## src/rtl/trap_sequencer_pkg.sv

```systemverilog
// rtl/trap_sequencer_pkg.sv - trap_pkg: CSR addresses, mstatus fields, cause codes, sequencer states
package trap_pkg;

  localparam logic [11:0] CSR_MSTATUS = 12'h300;
  localparam logic [11:0] CSR_MIE     = 12'h304;
  localparam logic [11:0] CSR_MTVEC   = 12'h305;
  localparam logic [11:0] CSR_MEPC    = 12'h341;
  localparam logic [11:0] CSR_MCAUSE  = 12'h342;
  localparam logic [11:0] CSR_MTVAL   = 12'h343;

  localparam int MSTATUS_MIE    = 3;
  localparam int MSTATUS_MPIE   = 7;
  localparam int MSTATUS_MPP_LO = 11;
  localparam int MSTATUS_MPP_HI = 12;

  localparam logic [3:0] IRQ_CAUSE_TIMER = 4'd7;
  localparam logic [3:0] IRQ_CAUSE_EXT   = 4'd11;

  typedef enum logic [2:0] {
    IDLE, W_EPC, W_CAUSE, W_TVAL, W_STATUS, M_STATUS, REDIRECT
  } state_t;

  function automatic logic [31:0] trap_mstatus(input logic [31:0] s);
    logic [31:0] r;
    r = s;
    r[MSTATUS_MPIE] = s[MSTATUS_MIE];
    r[MSTATUS_MIE]  = 1'b0;
    r[MSTATUS_MPP_HI:MSTATUS_MPP_LO] = 2'b11;
    return r;
  endfunction

  function automatic logic [31:0] mret_mstatus(input logic [31:0] s);
    logic [31:0] r;
    r = s;
    r[MSTATUS_MIE]  = s[MSTATUS_MPIE];
    r[MSTATUS_MPIE] = 1'b1;
    r[MSTATUS_MPP_HI:MSTATUS_MPP_LO] = 2'b11;
    return r;
  endfunction

endpackage

```

## src/rtl/trap_sequencer_if.sv

```systemverilog
// rtl/trap_sequencer_if.sv - CSR write-port bundle shared by the pipeline side and the csr_handler side
interface trap_sequencer_if #(parameter int XLEN = 32);
  logic            wben;
  logic [11:0]     wbaddr;
  logic [XLEN-1:0] wbdata;

  modport master (output wben, output wbaddr, output wbdata);
  modport slave  (input  wben, input  wbaddr, input  wbdata);
endinterface

```

## src/rtl/trap_sequencer_cause_sel.sv

```systemverilog
// rtl/trap_sequencer_cause_sel.sv - trap_cause_sel: request priority and mcause encoding
import trap_pkg::*;

module trap_cause_sel (
  input  logic        exc_valid,
  input  logic [3:0]  exc_cause,
  input  logic        irq_ext,
  input  logic        irq_timer,
  input  logic        mret_valid,
  input  logic        mstatus_mie,
  input  logic        mie_meie,
  input  logic        mie_mtie,
  output logic        take,
  output logic        is_irq,
  output logic        is_mret,
  output logic [31:0] mcause
);

  logic ext_pend;
  logic tmr_pend;

  assign ext_pend = irq_ext   && mstatus_mie && mie_meie;
  assign tmr_pend = irq_timer && mstatus_mie && mie_mtie;

  always_comb begin
    take    = 1'b0;
    is_irq  = 1'b0;
    is_mret = 1'b0;
    mcause  = 32'h0;
    if (exc_valid) begin
      take   = 1'b1;
      mcause = {28'h0, exc_cause};
    end else if (ext_pend) begin
      take   = 1'b1;
      is_irq = 1'b1;
      mcause = {1'b1, 27'h0, IRQ_CAUSE_EXT};
    end else if (tmr_pend) begin
      take   = 1'b1;
      is_irq = 1'b1;
      mcause = {1'b1, 27'h0, IRQ_CAUSE_TIMER};
    end else if (mret_valid) begin
      take    = 1'b1;
      is_mret = 1'b1;
    end
  end

endmodule

```

## src/rtl/trap_sequencer.sv

```systemverilog
// rtl/trap_sequencer.sv - machine-mode trap/mret sequencer owning the csr_handler write port
import trap_pkg::*;

module trap_sequencer #(
  parameter int XLEN        = 32,
  parameter bit VECTORED_EN = 1'b1
) (
  input  logic        clk,
  input  logic        rst,
  input  logic        exc_valid,
  input  logic [3:0]  exc_cause,
  input  logic [31:0] exc_tval,
  input  logic [31:0] trap_pc,
  input  logic        irq_ext,
  input  logic        irq_timer,
  input  logic        mret_valid,
  input  logic [31:0] mstatus_i,
  input  logic [31:0] mie_i,
  input  logic [31:0] mtvec_i,
  input  logic [31:0] mepc_i,
  trap_sequencer_if.slave  pipe,
  trap_sequencer_if.master csr,
  output logic        stall,
  output logic        flush,
  output logic        redirect_valid,
  output logic [31:0] redirect_pc
);

  state_t      state, next_state;
  logic        hold, next_hold;
  logic [31:0] cause_q, tval_q, pc_q, status_q;
  logic        irq_q, mret_q;

  logic        take, is_irq, is_mret;
  logic [31:0] mcause;
  logic        latch;
  logic        nxt_wben, nxt_flush;
  logic [11:0] nxt_addr;
  logic [31:0] nxt_data;
  logic [31:0] status_live, tvec_base, target;
  logic        unused_mie_bits;

  assign unused_mie_bits = ^{mie_i[31:12], mie_i[10:8], mie_i[6:0]};

  trap_cause_sel u_cause_sel (
    .exc_valid   (exc_valid),
    .exc_cause   (exc_cause),
    .irq_ext     (irq_ext),
    .irq_timer   (irq_timer),
    .mret_valid  (mret_valid),
    .mstatus_mie (mstatus_i[MSTATUS_MIE]),
    .mie_meie    (mie_i[11]),
    .mie_mtie    (mie_i[7]),
    .take        (take),
    .is_irq      (is_irq),
    .is_mret     (is_mret),
    .mcause      (mcause)
  );

  assign status_live = is_mret ? mret_mstatus(mstatus_i) : trap_mstatus(mstatus_i);
  assign tvec_base   = {mtvec_i[31:2], 2'b00};

  always_comb begin
    target = tvec_base;
    if (mret_q)
      target = mepc_i & ~32'h3;
    else if (VECTORED_EN && irq_q && mtvec_i[1:0] == 2'b01)
      target = tvec_base + {26'h0, cause_q[3:0], 2'b00};
  end

  // Output registers carry the write for the next cycle. A pipeline write that
  // arrives with an accepted request owns the first slot; hold then replays the
  // first sequence state one cycle later so neither write is lost.
  always_comb begin
    next_state = state;
    next_hold  = 1'b0;
    latch      = 1'b0;
    nxt_flush  = 1'b0;
    nxt_wben   = 1'b0;
    nxt_addr   = 12'h0;
    nxt_data   = 32'h0;
    unique case (state)
      IDLE: begin
        if (pipe.wben) begin
          nxt_wben = 1'b1;
          nxt_addr = pipe.wbaddr;
          nxt_data = pipe.wbdata;
        end
        if (take) begin
          latch      = 1'b1;
          nxt_flush  = 1'b1;
          next_state = is_mret ? M_STATUS : W_EPC;
          next_hold  = pipe.wben;
          if (!pipe.wben) begin
            nxt_wben = 1'b1;
            nxt_addr = is_mret ? CSR_MSTATUS : CSR_MEPC;
            nxt_data = is_mret ? status_live : (trap_pc & ~32'h3);
          end
        end
      end
      W_EPC: begin
        nxt_wben = 1'b1;
        if (hold) begin
          nxt_addr = CSR_MEPC;
          nxt_data = pc_q & ~32'h3;
        end else begin
          next_state = W_CAUSE;
          nxt_addr   = CSR_MCAUSE;
          nxt_data   = cause_q;
        end
      end
      W_CAUSE: begin
        next_state = W_TVAL;
        nxt_wben   = 1'b1;
        nxt_addr   = CSR_MTVAL;
        nxt_data   = tval_q;
      end
      W_TVAL: begin
        next_state = W_STATUS;
        nxt_wben   = 1'b1;
        nxt_addr   = CSR_MSTATUS;
        nxt_data   = status_q;
      end
      W_STATUS: next_state = REDIRECT;
      M_STATUS: begin
        if (hold) begin
          nxt_wben = 1'b1;
          nxt_addr = CSR_MSTATUS;
          nxt_data = status_q;
        end else begin
          next_state = REDIRECT;
        end
      end
      REDIRECT: next_state = IDLE;
      default:  next_state = IDLE;
    endcase

    stall          = (state != IDLE);
    redirect_valid = (state == REDIRECT);
    redirect_pc    = redirect_valid ? target : 32'h0;
  end

  always_ff @(posedge clk or posedge rst) begin
    if (rst) begin
      state <= IDLE;
      hold  <= 1'b0;
    end else begin
      state <= next_state;
      hold  <= next_hold;
    end
  end

  always_ff @(posedge clk or posedge rst) begin
    if (rst) begin
      csr.wben   <= 1'b0;
      csr.wbaddr <= 12'h0;
      csr.wbdata <= 32'h0;
      flush      <= 1'b0;
      cause_q    <= 32'h0;
      tval_q     <= 32'h0;
      pc_q       <= 32'h0;
      status_q   <= 32'h0;
      irq_q      <= 1'b0;
      mret_q     <= 1'b0;
    end else begin
      csr.wben   <= nxt_wben;
      csr.wbaddr <= nxt_addr;
      csr.wbdata <= nxt_data;
      flush      <= nxt_flush;
      if (latch) begin
        cause_q  <= mcause;
        tval_q   <= is_irq ? 32'h0 : exc_tval;
        pc_q     <= trap_pc;
        status_q <= status_live;
        irq_q    <= is_irq;
        mret_q   <= is_mret;
      end
    end
  end

endmodule

```

## src/flat_wrapper.sv

```systemverilog
// flat-port wrapper written by rule: the top's interface ports become plain ports
module trap_sequencer_flat 
#(
  parameter int XLEN        = 32,
  parameter bit VECTORED_EN = 1'b1
)
  (clk, rst, exc_valid, exc_cause, exc_tval, trap_pc, irq_ext, irq_timer, mret_valid, mstatus_i, mie_i, mtvec_i, mepc_i, stall, flush, redirect_valid, redirect_pc, pipe_wben, pipe_wbaddr, pipe_wbdata, csr_wben, csr_wbaddr, csr_wbdata);
  trap_sequencer_if #(.XLEN(XLEN)) pipe_i ();
  trap_sequencer_if #(.XLEN(XLEN)) csr_i ();
  input  logic clk;
  input  logic rst;
  input  logic exc_valid;
  input  logic [3:0] exc_cause;
  input  logic [31:0] exc_tval;
  input  logic [31:0] trap_pc;
  input  logic irq_ext;
  input  logic irq_timer;
  input  logic mret_valid;
  input  logic [31:0] mstatus_i;
  input  logic [31:0] mie_i;
  input  logic [31:0] mtvec_i;
  input  logic [31:0] mepc_i;
  output logic stall;
  output logic flush;
  output logic redirect_valid;
  output logic [31:0] redirect_pc;
  input wire logic [$bits(pipe_i.wben)-1:0] pipe_wben;
  input wire logic [$bits(pipe_i.wbaddr)-1:0] pipe_wbaddr;
  input wire logic [$bits(pipe_i.wbdata)-1:0] pipe_wbdata;
  output wire logic [$bits(csr_i.wben)-1:0] csr_wben;
  output wire logic [$bits(csr_i.wbaddr)-1:0] csr_wbaddr;
  output wire logic [$bits(csr_i.wbdata)-1:0] csr_wbdata;
  assign pipe_i.wben = pipe_wben;
  assign pipe_i.wbaddr = pipe_wbaddr;
  assign pipe_i.wbdata = pipe_wbdata;
  assign csr_wben = csr_i.wben;
  assign csr_wbaddr = csr_i.wbaddr;
  assign csr_wbdata = csr_i.wbdata;
  trap_sequencer #(.XLEN(XLEN), .VECTORED_EN(VECTORED_EN)) u_core (.clk(clk), .rst(rst), .exc_valid(exc_valid), .exc_cause(exc_cause), .exc_tval(exc_tval), .trap_pc(trap_pc), .irq_ext(irq_ext), .irq_timer(irq_timer), .mret_valid(mret_valid), .mstatus_i(mstatus_i), .mie_i(mie_i), .mtvec_i(mtvec_i), .mepc_i(mepc_i), .pipe(pipe_i), .csr(csr_i), .stall(stall), .flush(flush), .redirect_valid(redirect_valid), .redirect_pc(redirect_pc));
endmodule
```

## config.mk

```make
export PLATFORM = sky130hd
export DESIGN_NAME = trap_sequencer_flat
export DESIGN_NICKNAME = d
export VERILOG_FILES = /design/src/rtl/trap_sequencer_pkg.sv /design/src/rtl/trap_sequencer_if.sv /design/src/rtl/trap_sequencer_cause_sel.sv /design/src/rtl/trap_sequencer.sv /design/src/flat_wrapper.sv
export SDC_FILE = /design/constraint.sdc
export NUM_CORES = 1
export LEC_CHECK = 0
export CORE_ASPECT_RATIO = 1.75
export CORE_MARGIN = 1.5
export CORE_UTILIZATION = 25
export DETAILED_ROUTE_END_ITERATION = 8
export PLACE_DENSITY = 0.49
export SETUP_SLACK_MARGIN = 0.4
export SYNTH_ARGS = -nofsm -noshare
export SYNTH_HDL_FRONTEND = slang
export SYNTH_SLANG_ARGS = --single-unit
export TNS_END_PERCENT = 5
```

## constraint.sdc

```tcl
create_clock -name clk -period 7.36 [get_ports clk]
set_input_delay 2.208 -clock clk [delete_from_list [all_inputs] [get_ports clk]]
set_output_delay 2.208 -clock clk [all_outputs]
set_load 0.05 [all_outputs]
```

=== Word level (Yosys, flattened, before mapping) ===
Cells that the tools add are included.

* Output and inout bits: 80
* Logic and storage cells: 78
* Bits of input ports: 247
* Flip-flop bits (word level): 180

* Reductions and logical operators: 9
* Equal/unequal tests: 10
* Muxes and demuxes: 46
* $add $sub $neg: 1

{| class="wikitable"
|+ Operator list
! operator !! count
|-
| 32-bit 2-to-1 mux || 13
|-
| 32-bit case mux with 5 select lines || 1
|-
| 12-bit case mux with 5 select lines || 1
|-
| 12-bit 2-to-1 mux || 3
|-
| 32-bit by 6-bit adder with 32-bit output || 1
|-
| 1-bit 2-to-1 mux || 18
|-
| 3-bit case mux with 6 select lines || 1
|-
| 3-bit 2-to-1 mux || 4
|-
| 10-bit 2-to-1 mux || 1
|-
| 3-bit == test (second input constant) || 3
|-
| 8-bit 2-to-1 mux || 1
|-
| 7-bit 2-to-1 mux || 1
|-
| 3-bit by 2-bit == test with 1-bit output (second input constant) || 2
|-
| 1-bit logical AND || 5
|-
| 2-bit inequality test (second input constant) || 2
|-
| 3-bit by 1-bit == test with 1-bit output (second input constant) || 1
|-
| 3-bit logical NOT || 1
|-
| 1-bit case mux with 3 select lines || 1
|-
| 3-bit AND reduction || 1
|-
| 3-bit nonzero test || 1
|-
| 3-bit OR reduction || 1
|-
| 2-bit by 1-bit == test with 1-bit output (second input constant) || 1
|-
| 2-bit 2-to-1 mux || 1
|-
| 2-bit by 1-bit inequality test with 1-bit output (second input constant) || 1
|}

=== Longest topological paths before layout ===
* Depth after elaboration: 10
* Gate-level depth with buffers: 8
* Gate-level depth less buffers: 8

=== By module ===
From an unflattened synthesis, not the netlist that was laid out.

* Cell total of the unflattened synthesis: 1066
* Area total of the unflattened synthesis: 9222.6 µm²

{| class="wikitable"
|+ Modules (own cells, without submodules)
! module !! area an instance (µm²) !! cells an instance !! times used
|-
| trap_sequencer || 8906.0 || 1019 || 1
|-
| trap_cause_sel || 316.6 || 47 || 1
|}

=== Worst setup path after synthesis ===
No wires, ideal clock.

* Kind: in2out
* Start: in mtvec_i[2]
* End: out redirect_pc[10]
* Path slack: 732 ps
* Data arrival time: 4420 ps
* Cell stages on the path: 8
* Cells stage by stage: ha_1 -> inv_1 -> fa_1 -> nand2b_1 -> a21oi_2 -> nor3b_1 -> xnor2_1 -> a21oi_1

* Longest elaborated chain between the ends: 4

{| class="wikitable"
|+ Ends and longest elaborated chain
! element !! RTL line !! RTL
|-
| from (decl) || flat_wrapper.sv:21 || <nowiki>input logic [31:0] mtvec_i;</nowiki>
|-
| 32-bit by 6-bit adder with 32-bit output || trap_sequencer.sv:68 || <nowiki>target = tvec_base + {26'h0, cause_q[3:0], 2'b00};</nowiki>
|-
| 32-bit 2-to-1 mux || trap_sequencer.sv:67 || <nowiki>else if (VECTORED_EN && irq_q && mtvec_i[1:0] == 2'b01)</nowiki>
|-
| 32-bit 2-to-1 mux || trap_sequencer.sv:65 || <nowiki>if (mret_q)</nowiki>
|-
| 32-bit 2-to-1 mux || trap_sequencer.sv:140 || <nowiki>redirect_pc = redirect_valid ? target : 32'h0;</nowiki>
|-
| to (decl) || flat_wrapper.sv:26 || <nowiki>output logic [31:0] redirect_pc;</nowiki>
|}

No other way between the ends.

=== Final worst setup path ===
* Start: in mtvec_i[2]
* End: out redirect_pc[24]

The elaborated chain is that of the path after synthesis.

==> key figures <==
STA
  • TNS Setup: 0 ns
  • Fmax: 145 MHz
  • Minimum clock period: 6.89 ns
  • Post-route clock period utilization: 0.936
  • Final Skew: between 0.008 and 0.009 ns
  • Slew HR: 0.267
  • Max-slew violations: 0
  • Slew @ Worst Pin: 1.10 ns
  • Endpoints failing hold: 0
  • Endpoints failing setup: 0
  • RSZ-0062 raised after global routing: yes

Global routing
  • Global route overflow: 0
  • Grt met1 use: 0.190
  • First-pass GRT wire length: 45300 microns
  • Vias in the first global route: 7519
  • GR peak layer: met2
  • GR Util met2: 0.363
  • Tot GR Track Use: 0.192
  • Largest net degree at the start of global routing: 89
  • Antenna violations before repair: 7
  • Met3 GRT Util: 0.0535

Synth
  • Mapped Cells: 805
  • Simple-gate share of the synthesized area: 0.167
  • Post-synthesis mux area share: 0.0845
  • Dominant synthesized flop cell: dfrtp_1
  • Largest family of logic cells by synthesized area: compound AO/OA/AOI/OAI gates
  • Synth async-reset ratio: 1.00
  • Number of synthesized flops with an enable pin: 0
  • Unique masters post-synth: 62
  • Post-Syn Area: 7850 sq um
  • Mean Syn Cell Area: 9.75 sq um
  • Synth Warn #: 0
  • Seq/Total Area, Yosys: 0.478
  • Number of synthesized register bits: 150
  • Post-Synth Adder-Cell Area: 0.00893
  • Synth Area in Compound Gates: 0.186
  • Synth Area in XOR/XNOR: 0.0301

Setup path
  • Reg2reg path depth: 5
  • Crit-path max cell delay: 0.49 ns
  • WS Path Type: primary input to output pin
  • R2R setup slack: approximately 4.2 ns
  • Slowest CP cell: clkdlybuf4s50_1
  • CP endpoint kind: output pin
  • Reg2reg end: u_core.csr.wbdata[28]
  • Critical path arrival: 4.68 ns
  • CP Launch Point: mtvec_i[2]
  • Worst R2R Start: u_core.state[0]
  • Crit-path cells: clkdlybuf4s50_1 > ha_1 > inv_1 > fa_1 > nand2b_2 > a21oi_4 > buf_4 > nand4_1 > xor2_1 > a21oi_1 > buf_12
  • CP required: around 5 ns
  • Setup crit start kind: primary input
  • End point of the critical path: redirect_pc[24]
  • Worst-path fanout max: 5

Placed design
  • Dpl hpwl: about 22000 microns
  • Number of port buffers: 288
  • Routability cong.: 0.829

Final layout
  • Post-Route Utilization: 0.387
  • Most frequent cells in the layout: clkdlybuf4s50_1, dfrtp_1, nand2_1, a21oi_1, o21ai_0
  • Area delta synth->final: 51.9%
  • # nets final: about 1300
  • Share of cells above drive strength 1: 0.119
  • Most common cell after layout, fill and taps aside: clkdlybuf4s50_1

Clocking
  • Setup Fix Bufs, Post-CTS: 0
  • CTS buffer count: 17
  • Cell chosen for the clock root: clkbuf_16
  • Clock latency on the worst-skew pair: 0.44 ns
  • H-tree depth: 4
  • Clk buf depth: 2
  • Clock sink count: 150
  • Worst-path clk slew: roughly 0.060 ns
  • CTS tree: yes

Floorplan
  • Core area: just over 30000 sq um
  • Die H: 237 microns
  • Cell Rows: 85
  • Die ar.: 32500 sq um
  • Die width: 137 microns
  • Starting Density: 0.254
  • Number of top-level pins: 327

Min path
  • Min-Delay Path Class: flop to flop
  • Hold Crit Depth: 1

Routing
  • First-pass DRT Iterations: 8
  • DRT iter0 DRCs: 341
  • DR DRC count: 0
  • Via count: 7311
  • Vias/cell: 4.96
  • Final ANT Viol Nets: 0
  • Routed WL: 31100 microns
  • Wire per inst: 21.1 microns

Power
  • PD cells: 361 nW/um^2
  • Power share of the clock group: 0.201
  • Switching power: 0.00177 W
  • Sequential share of power: 0.321
  • VDD IR max: 0.236 mV
  • Lkg Pwr: 4.90 nW
  • Logic pwr share: 0.479
  • Switching share of power: 0.412
  • Int Power: 0.00253 W

Flow run
  • Max-Cap Viols: 0

Outcome
  • Outcome: complete, no violations
[registers in the layout (all words and copies together) (netlist names), 3 cells and up]
| name | flops |
|---|---|
| u_core.csr.wbaddr | 12 |
| u_core.pc_q | 30 |
| u_core.tval_q | 32 |
| u_core.state | 3 |
| u_core.cause_q | 5 |
| u_core.status_q | 31 |
| u_core.csr.wbdata | 32 |
[per-stage QoR]
stage | area, sq um | total power (W) | std cells | hold WS (ns) | setup slack, ns
floorplan | 7850 | 0.00269 | 806 | 0.435 | 0.732
global placement | 11300 | 0.00345 | 1439 | 0.449 | 0.423
detailed placement | 11300 | 0.00347 | 1439 | 0.453 | 0.376
CTS | 11900 | 0.00436 | 1467 | 0.472 | 0.370
global route | 11900 | 0.00457 | 1472 | 0.499 | 0.337
finish | 11900 | 0.00430 | 1473 | 0.472 | 0.468
[cell usage after synthesis, drive strengths merged, types with 4 or more instances]
library cell	count	area, sq um
nand2b	8	50.1
a21oi	83	419
a22oi	4	30.0
o211ai	27	203
dfrtp	150	3750
mux2	58	653
a222oi	24	240
a221oi	5	43.8
nand3	18	90.1
and3	35	219
nand4	11	75.1
clkbuf	35	131
nor3	7	51.3
xnor2	15	131
ha	4	50.1
nor2	19	73.8
buf	28	174
nor4	4	85.1
o21ai	75	387
nand2	129	484
xor2	12	105
a21o	5	37.5
inv	10	37.5
[cell families (layout without fill, tap and decap cells)]
group / after synthesis / after routing
AO/OA/AOI/OAI: 235 / 235
XOR/XNOR: 27 / 27
adder cells (fa/ha/maj): 5 / 5
buffers and inverters: 76 / 346
flip-flops: 150 / 150
multiplexers: 59 / 59
other: 1 / 8
AND/OR/NAND/NOR: 252 / 252
[layer usage]
| metal | share of wire | wire [microns] | up-vias |
|---|---|---|---|
| met5 | 0.00042 | 13 | - |
| met4 | 0.028 | 870 | 2 |
| met3 | 0.072 | 2240 | 50 |
| met2 | 0.55 | 17100 | 271 |
| met1 | 0.35 | 10900 | 3555 |
| li1 | - | - | 3433 |
[power by group through the flow]
stage | clock network (W) | logic (W) | registers [W]
CTS | 0.000892 | 0.00209 | 0.00138
floorplan | 0 | 0.00107 | 0.00163
global placement | 0 | 0.00207 | 0.00138
detailed placement | 0 | 0.00208 | 0.00139
finish | 0.000863 | 0.00206 | 0.00138
global route | 0.000924 | 0.00222 | 0.00142
[cell type report]
class / instances / area, sq um
inverters: 13 / 53.8
well taps: 391 / 489
repair buffers: 305 / 3250
fillers: 3134 / 18900
clock buffers: 23 / 478
flip-flops and latches: 150 / 3750
multi-input cells: 580 / 3810
diodes: 6 / 15.0
clock inverters: 5 / 75.1
[how the worst min path moves through the flow]
stage	startpoint	endpoint	slack (ns)
after floorplan	u_core.status_q[12]	u_core.status_q[12]	0.43
after global placement	u_core.status_q[12]	u_core.status_q[12]	0.45
after detailed placement	u_core.status_q[12]	u_core.status_q[12]	0.45
after CTS	u_core.status_q[12]	u_core.status_q[12]	0.47
after global routing	u_core.tval_q[8]	u_core.tval_q[8]	0.50
final	u_core.status_q[12]	u_core.status_q[12]	0.47
[worst max-delay path: cells and delay by family]
kind                       cells  cell delay [ns]
xor gates and xnor gates       1             0.16
and+or+nand+nor                2             0.36
adders and majority gates      2             0.61
buffers and inverters          4             0.91
AOI/OAI and AO/OA              2             0.45
[repair_timing]
item	4_1_cts	5_1_grt
endpoints found under the hold margin	0	0
gates resized for setup	1	3
endpoints found under the setup margin	4	13
hold buffers	0	0
pin swaps	1	1
Power figures use the tool's default switching activity.
